[src/rtl/aes_trigger_ctrl_if.sv]
// Handshake bundle between the register block / AES core and the trigger
// controller. The controller connects through the slave modport.
interface aes_trigger_ctrl_if #(
  parameter int pDELAY_WIDTH = 16,
  parameter int pCNT_WIDTH   = 16
);
  logic                    start_i;
  logic [pDELAY_WIDTH-1:0] delay_i;
  logic                    clear_err_i;
  logic                    core_busy_i;
  logic                    core_load_o;
  logic                    trigger_o;
  logic                    busy_o;
  logic                    done_o;
  logic [pCNT_WIDTH-1:0]   cycles_o;
  logic                    timeout_o;
  logic                    overrun_o;

  modport master (
    output start_i, delay_i, clear_err_i, core_busy_i,
    input  core_load_o, trigger_o, busy_o, done_o, cycles_o, timeout_o, overrun_o
  );

  modport slave (
    input  start_i, delay_i, clear_err_i, core_busy_i,
    output core_load_o, trigger_o, busy_o, done_o, cycles_o, timeout_o, overrun_o
  );
endinterface

[src/rtl/aes_trigger_ctrl.sv]
// Sequences one AES operation: optional delay, load pulse, busy handshake,
// busy-cycle measurement, scope trigger window and sticky error flags.
module aes_trigger_ctrl #(
  parameter int pDELAY_WIDTH = 16,
  parameter int pCNT_WIDTH   = 16,
  parameter int pWAIT_MAX    = 8,
  parameter int pRUN_MAX     = 4096
) (
  input  logic             clk,
  input  logic             reset,
  aes_trigger_ctrl_if.slave bus
);
  localparam int cWAIT_W = $clog2(pWAIT_MAX + 1);
  localparam logic [cWAIT_W-1:0]    cWAIT_LAST = cWAIT_W'(pWAIT_MAX - 1);
  localparam logic [pCNT_WIDTH-1:0] cRUN_MAX   = pCNT_WIDTH'(pRUN_MAX);

  typedef enum logic [2:0] {IDLE, DELAY, LOAD, WAIT_BUSY, RUN, DONE} state_t;

  state_t                  r_state;
  state_t                  w_state_next;
  logic [pDELAY_WIDTH-1:0] r_delay;
  logic [cWAIT_W-1:0]      r_wait;
  logic [pCNT_WIDTH-1:0]   r_cnt;
  logic [pCNT_WIDTH-1:0]   w_cnt_inc;
  logic [pCNT_WIDTH-1:0]   r_cycles;
  logic                    r_trigger;
  logic                    r_timeout;
  logic                    r_overrun;
  logic                    w_cnt_en;
  logic                    w_timeout_evt;
  logic                    w_overrun_evt;

  assign w_cnt_inc     = (&r_cnt) ? r_cnt : r_cnt + 1'b1;
  assign w_overrun_evt = bus.start_i && (r_state != IDLE);

  // The busy cycle that ends WAIT_BUSY is counted too, so cycles_o equals
  // the full number of cycles the core held busy high.
  always_comb begin
    w_state_next  = r_state;
    w_cnt_en      = 1'b0;
    w_timeout_evt = 1'b0;
    case (r_state)
      IDLE: begin
        if (bus.start_i) begin
          w_state_next = (bus.delay_i != '0) ? DELAY : LOAD;
        end
      end
      DELAY: begin
        if (r_delay == {{(pDELAY_WIDTH-1){1'b0}}, 1'b1}) begin
          w_state_next = LOAD;
        end
      end
      LOAD: w_state_next = WAIT_BUSY;
      WAIT_BUSY: begin
        if (bus.core_busy_i) begin
          w_cnt_en     = 1'b1;
          w_state_next = RUN;
        end else if (r_wait == cWAIT_LAST) begin
          w_timeout_evt = 1'b1;
          w_state_next  = IDLE;
        end
      end
      RUN: begin
        if (bus.core_busy_i) begin
          w_cnt_en = 1'b1;
          if (w_cnt_inc >= cRUN_MAX) begin
            w_timeout_evt = 1'b1;
            w_state_next  = IDLE;
          end
        end else begin
          w_state_next = DONE;
        end
      end
      DONE:    w_state_next = IDLE;
      default: w_state_next = IDLE;
    endcase
  end

  always_ff @(posedge clk) begin
    if (reset) begin
      r_state   <= IDLE;
      r_delay   <= '0;
      r_wait    <= '0;
      r_cnt     <= '0;
      r_cycles  <= '0;
      r_trigger <= 1'b0;
      r_timeout <= 1'b0;
      r_overrun <= 1'b0;
    end else begin
      r_state   <= w_state_next;
      r_trigger <= (w_state_next inside {LOAD, WAIT_BUSY, RUN});

      if (r_state == IDLE && bus.start_i) begin
        r_delay <= bus.delay_i;
      end else if (r_state == DELAY) begin
        r_delay <= r_delay - 1'b1;
      end

      if (r_state == WAIT_BUSY) begin
        r_wait <= r_wait + 1'b1;
      end else begin
        r_wait <= '0;
      end

      if (w_state_next == LOAD) begin
        r_cnt <= '0;
      end else if (w_cnt_en) begin
        r_cnt <= w_cnt_inc;
      end

      if (w_state_next == DONE) begin
        r_cycles <= r_cnt;
      end

      // A new error event wins over a simultaneous clear.
      if (w_timeout_evt) begin
        r_timeout <= 1'b1;
      end else if (bus.clear_err_i) begin
        r_timeout <= 1'b0;
      end

      if (w_overrun_evt) begin
        r_overrun <= 1'b1;
      end else if (bus.clear_err_i) begin
        r_overrun <= 1'b0;
      end
    end
  end

  assign bus.core_load_o = (r_state == LOAD);
  assign bus.done_o      = (r_state == DONE);
  assign bus.busy_o      = (r_state != IDLE);
  assign bus.trigger_o   = r_trigger;
  assign bus.cycles_o    = r_cycles;
  assign bus.timeout_o   = r_timeout;
  assign bus.overrun_o   = r_overrun;
endmodule

[src/flat_wrapper.sv]
// flat-port wrapper written by rule: the top's interface ports become plain ports
module aes_trigger_ctrl_flat 
#(
  parameter int pDELAY_WIDTH = 16,
  parameter int pCNT_WIDTH   = 16,
  parameter int pWAIT_MAX    = 8,
  parameter int pRUN_MAX     = 4096
)
  (clk, reset, bus_start_i, bus_delay_i, bus_clear_err_i, bus_core_busy_i, bus_core_load_o, bus_trigger_o, bus_busy_o, bus_done_o, bus_cycles_o, bus_timeout_o, bus_overrun_o);
  aes_trigger_ctrl_if #(.pDELAY_WIDTH(pDELAY_WIDTH), .pCNT_WIDTH(pCNT_WIDTH)) bus_i ();
  input  logic clk;
  input  logic reset;
  input wire logic [$bits(bus_i.start_i)-1:0] bus_start_i;
  input wire logic [$bits(bus_i.delay_i)-1:0] bus_delay_i;
  input wire logic [$bits(bus_i.clear_err_i)-1:0] bus_clear_err_i;
  input wire logic [$bits(bus_i.core_busy_i)-1:0] bus_core_busy_i;
  output wire logic [$bits(bus_i.core_load_o)-1:0] bus_core_load_o;
  output wire logic [$bits(bus_i.trigger_o)-1:0] bus_trigger_o;
  output wire logic [$bits(bus_i.busy_o)-1:0] bus_busy_o;
  output wire logic [$bits(bus_i.done_o)-1:0] bus_done_o;
  output wire logic [$bits(bus_i.cycles_o)-1:0] bus_cycles_o;
  output wire logic [$bits(bus_i.timeout_o)-1:0] bus_timeout_o;
  output wire logic [$bits(bus_i.overrun_o)-1:0] bus_overrun_o;
  assign bus_i.start_i = bus_start_i;
  assign bus_i.delay_i = bus_delay_i;
  assign bus_i.clear_err_i = bus_clear_err_i;
  assign bus_i.core_busy_i = bus_core_busy_i;
  assign bus_core_load_o = bus_i.core_load_o;
  assign bus_trigger_o = bus_i.trigger_o;
  assign bus_busy_o = bus_i.busy_o;
  assign bus_done_o = bus_i.done_o;
  assign bus_cycles_o = bus_i.cycles_o;
  assign bus_timeout_o = bus_i.timeout_o;
  assign bus_overrun_o = bus_i.overrun_o;
  aes_trigger_ctrl #(.pDELAY_WIDTH(pDELAY_WIDTH), .pCNT_WIDTH(pCNT_WIDTH), .pWAIT_MAX(pWAIT_MAX), .pRUN_MAX(pRUN_MAX)) u_core (.clk(clk), .reset(reset), .bus(bus_i));
endmodule
[config.mk]
export PLATFORM = sky130hd
export DESIGN_NAME = aes_trigger_ctrl_flat
export DESIGN_NICKNAME = d
export VERILOG_FILES = /design/src/rtl/aes_trigger_ctrl_if.sv /design/src/rtl/aes_trigger_ctrl.sv /design/src/flat_wrapper.sv
export SDC_FILE = /design/constraint.sdc
export NUM_CORES = 1
export LEC_CHECK = 0
export ABC_CLOCK_PERIOD_IN_PS = 3500
export BUFFER_PORTS_ARGS = -buffer_cell sky130_fd_sc_hd__buf_2
export CELL_PAD_IN_SITES_DETAIL_PLACEMENT = 2
export CELL_PAD_IN_SITES_GLOBAL_PLACEMENT = 2
export CORE_AREA = 2 2 103 85
export DETAILED_ROUTE_END_ITERATION = 12
export DIE_AREA = 0 0 105 87
export PLACE_DENSITY = 0.85
export SYNTH_ARGS = -nofsm -noshare
export SYNTH_HDL_FRONTEND = slang
export SYNTH_SLANG_ARGS = --single-unit
[constraint.sdc]
create_clock -name clk -period 3.5 [get_ports clk]
set_input_delay 1.05 -clock clk [delete_from_list [all_inputs] [get_ports clk]]
set_output_delay 1.05 -clock clk [all_outputs]
set_load 0.005 [all_outputs]
# Word level (Yosys, flattened, before mapping)
# Cells that the tools add are included.
[op_classes]
add_sub_neg = 3
mul = 0
div_mod_pow = 0
magnitude_cmp = 1
eq_ne = 11
shift = 0
mux = 21
bitwise_logic = 1
reduce_logical = 13
[op_table]
columns = ["operator", "count"]
rows = [
  ["$mux 16", 3],
  ["$mux 3", 6],
  ["$add 16x1->16 const B", 1],
  ["$eq 16x1->1 const B", 1],
  ["$ge 16x13->1 const B", 1],
  ["$reduce_and 16->1", 1],
  ["$reduce_bool 16->1", 1],
  ["$sub 16x1->16 const B", 1],
  ["$pmux 3 s5", 1],
  ["$eq 3x2->1 const B", 4],
  ["$eq 3x3->1 const B", 4],
  ["$mux 1", 9],
  ["$reduce_bool 2->1", 3],
  ["$reduce_bool 3->1", 2],
  ["$reduce_or 2->1", 3],
  ["$add 4x1->4 const B", 1],
  ["$eq 4x3->1 const B", 1],
  ["$eq 3x1->1 const B", 1],
  ["$logic_not 3->1", 1],
  ["$logic_and 1x1->1", 2],
  ["$mux 2", 1],
  ["$pmux 1 s2", 1],
  ["$not 1->1", 1],
]
[totals]
reg_bits = 58
latch_bits = 0
ramBits = 0
rom_bits = 0
input_bits = 21
output_inout_bits = 22
word_cells = 58
memories = 0

# Logic depth before layout (Yosys ltp)
[logic_depth]
depth_word = 8
mapped_depth = 8
ltp_nobuf = 7

# Least setup slack after synthesis
# No wires, ideal clock.
[synth_path]
kind = "input to register"
startpoint = "input bus_delay_i[5]"
endpoint = "register u_core.r_cnt[3]"
setup_ns = 0.115
arrival_time_ns = 2.192
required_ns = 3.385
path_slack_ns = 1.193
cell_stages = 6
n_path_buf = 1
cell_sequence = "or4_1 nor3_1 a32oi_1 nand2_2 buf_6 nor2_1"
[synth_via]
elab_chain_len = 6
[synth_rtl]
columns = ["item", "line_no", "source"]
rows = [
  ["start: declaration", "flat_wrapper.sv:14", "input wire logic [$bits(bus_i.delay_i)-1:0] bus_delay_i;"],
  ["$reduce_bool 16->1", "aes_trigger_ctrl.sv:45", "w_state_next = (bus.delay_i != '0) ? DELAY : LOAD;"],
  ["$mux 2", "aes_trigger_ctrl.sv:45", ""],
  ["$mux 3", "aes_trigger_ctrl.sv:44", "if (bus.start_i) begin"],
  ["$pmux 3 s5", "aes_trigger_ctrl.sv:42", "case (r_state)"],
  ["$eq 3x2->1", "aes_trigger_ctrl.sv:105", "if (w_state_next == LOAD) begin"],
  ["$reduce_or 2->1 (no source line)", "n/a", ""],
  ["end signal: assignment", "aes_trigger_ctrl.sv:108", "r_cnt <= w_cnt_inc;"],
  ["end: declaration", "aes_trigger_ctrl.sv:23", "logic [pCNT_WIDTH-1:0] r_cnt;"],
]
# No other way between the ends.
# A chain may end at the register's enable or synchronous reset.

# Final worst setup path
[layout_path]
startpoint = "register u_core.r_state[1]"
endpoint = "output bus_busy_o"
[layout_via]
elab_chain_len = 1
[layout_rtl]
columns = ["item", "line_no", "source"]
rows = [
  ["start: declaration", "aes_trigger_ctrl.sv:19", "state_t r_state;"],
  ["start signal: assignment", "aes_trigger_ctrl.sv:90", "r_state <= w_state_next;"],
  ["$reduce_bool 3->1", "aes_trigger_ctrl.sv:132", "assign bus.busy_o = (r_state != IDLE);"],
  ["end: declaration", "flat_wrapper.sv:19", "output wire logic [$bits(bus_i.busy_o)-1:0] bus_busy_o;"],
]
# No other way between the ends.

==> results.tsv <==
metric	value	unit
f_max	382	MHz
Post-Synth XOR/XNOR Area	0.0445	
first-pass GRT wire length	14400	um
Total GRT Usage	0.196	
mux contribution to synthesized area	0.0145	
Port Buffers	42	
worst slack at placement	0.722	ns
TritonCTS Buffers	9	
worst vdd ir	0.161	mV
GRT busiest layer	met2	
antenna violations before repair	0	
critical path launch point type	flip-flop	
Cell Area, Placed	3050	sq um
drt initial violations	85	
setup TNS	0	ns
Tightest Pin Transition	0.719	ns
Lkg Pwr	1.21	nW
Die Span X	105	um
simple logic cell fraction of the synthesized area	0.293	
synth top area cells	dfxtp_1 42%, a21oi_1 7.3%, nand2_1 7.1%, nor2_1 5.3%, xor2_1 2.5%	
GR Util met2	0.328	
RSZ-0062 raised after global routing	no	
# DRC	0	
max-slew violation count	0	
Data arrival, critical path	1.57	ns
crit share post-route	0.748	
Max-cap violations	0	
slew margin rel.	0.516	
Synthesized Nets	364	
Hold Path Origin	u_core.bus.cycles_o[1]$_SDFFE_PP0N_	
Area growth, synth to finish	16.8	%
CP max FO	12	
Synth top area share	0.421	
DRT Pass-1 Iters	4	
Post-Route WL	8680	um
Setup Skew	0.0128	ns
die extent in y	87	um
crit path launch	u_core.r_state[1]$_SDFF_PP0_	
vias post-DR	2654	
num ports	43	
Initial Util	0.337	
FF-to-FF Start	u_core.r_state[2]$_SDFF_PP0_	
worst skew pair latency	0.34	ns
Gate Count Post-Synth	339	
TritonCTS clock tree	done	
vias in the first global route	2826	
Avg Inst Size Synth	8.13	sq um
Final Util	0.394	
CTS root buffer	clkbuf_8	
diodes inserted	0	
Fin. Hold Viols	0	
Max clock buf depth	2	
nets	404	
Warnings, synthesis	0	
DR WL/cell	17.5	um
post-synthesis register bit count	58	
synth unique cells	45	
die area	9140	sq um
register area share after synthesis	0.421	
CP Class	reg2out	
routability cong.	0.754	
number of enable flip-flop cells after synthesis	0	
CORE AREA	8180	sq um
largest net degree at the start of global routing	36	
Tightest Hold Check Type	reg2reg	
largest family of logic cells by synthesized area	simple AND/OR/NAND/NOR gates	
PwrDens	444	nW/um^2
Vias/cell	5.35	
layout cell share with drive strength beyond 1	0.182	
Post-synth top flop	dfxtp_1	
top post-synthesis cells by count	58 x dfxtp_1, 52 x nand2_1, 40 x a21oi_1	
critical path endpoint category	primary output	
final setup fails	0	
met1 usage	0.263	
result of the run	finished clean	
Worst Hold Slack	0.457	ns
Post-DRT Antenna Nets	0	
most frequent cell after synthesis	dfxtp_1	
DP Wirelength	6250	um
mapped cell area	2760	sq um
flop2flop setup slack	0.99	ns
global route overflow	0	
cts repair resizes	0	
CTS Hold Bufs	0	
H-tree depth	3	
Worst Slack Setup Final	0.884	ns
Post-synth ARST share	0	
area fraction in compound gates after synthesis	0.170	
Design Area, Final	3220	sq um
Post-Synth Adder-Cell Area	0.0181	
Required @ worst endpoint	2.45	ns
Num Clock Sinks	58	
buffer count from post-CTS setup fixing	0	
Tmin final	2.62	ns
cell taking the most area after synthesis	dfxtp_1	
clk slew on worst S/H paths	0.07	ns
row count	30	
M3 GR Usage	0.0381	
[registers in the layout, summed over array words and instances (netlist names)]
signal and count:
u_core.bus.cycles_o 16, u_core.r_delay 16, u_core.r_cnt 16, u_core.bus.timeout_o 1, u_core.bus.overrun_o 1, u_core.r_state 3, u_core.r_wait 4, u_core.bus.trigger_o 1
[logic make-up after synthesis]
group | after synthesis
simple gates | 158
xor+xnor | 14
compound gates | 78
fa+ha+maj | 4
buf+inv | 23
flops | 58
mux | 4
[cells in the final DEF, fill, tap and decap left out, drive strengths merged, types with 2 or more instances in the layout]
cell / netlist / routed
a211oi: 2 / 2
a21oi: 40 / 40
a221oi: 2 / 2
a22oi: 4 / 4
a31oi: 4 / 4
a32oi: 2 / 2
and3: 3 / 3
and3b: 3 / 3
buf: 6 / 45
clkbuf: 10 / 9
clkinv: 0 / 4
clkinvlp: 0 / 3
dfxtp: 58 / 58
ha: 4 / 4
inv: 7 / 7
mux2i: 4 / 4
nand2: 53 / 53
nand3: 9 / 9
nand3b: 3 / 3
nand4: 8 / 8
nor2: 39 / 39
nor2b: 2 / 2
nor3: 13 / 13
nor3b: 5 / 5
nor4: 10 / 10
o211ai: 6 / 6
o21a: 2 / 2
o21ai: 9 / 9
o22ai: 2 / 2
o311ai: 3 / 3
or4: 6 / 6
xnor2: 6 / 6
xor2: 8 / 8
[power breakdown]
part	total [mW]	internal (mW)	switching (mW)
Sequential	0.712	0.682	0.0299
Clock	0.540	0.253	0.287
Combinational	0.176	0.0641	0.112
Total	1.43	0.999	0.429
[worst paths after layout]
check                                   endpoint  cells past startpoint
min          u_core.bus.cycles_o[1]$_SDFFE_PP0N_                      2
max                                   bus_busy_o                      3
max reg2reg        u_core.r_cnt[11]$_SDFFE_PP0P_                      6
min reg2reg  u_core.bus.cycles_o[1]$_SDFFE_PP0N_                      2
[per-stage QoR]
stage | cells | power, mW
global route | 496 | 1.50
global placement | 480 | 0.886
CTS | 496 | 1.45
floorplan | 339 | 0.836
detailed placement | 480 | 0.896
finish | 496 | 1.43
[critical path: stages, from the launching register on]
cell,delay [ns]
dfxtp_1,0.43
nor3_1,0.51
inv_1,0.12
buf_2,0.16
[per-layer routing]
layer / vias to the layer above / share of wire
met5: - / 0
met2: 45 / 0.47
li1: 1297 / -
met4: 0 / 0.0092
met3: 8 / 0.027
met1: 1304 / 0.49
[area by class of cell]
cell class,instances,area [sq um]
repair buffers,45,233
multi-input cells,258,1490
fillers,974,4960
clock buffers,9,124
clock inverters,7,46.3
inverters,7,26.3
well taps,112,140
flip-flops and latches,58,1160
(Power assumes the default switching activity.)
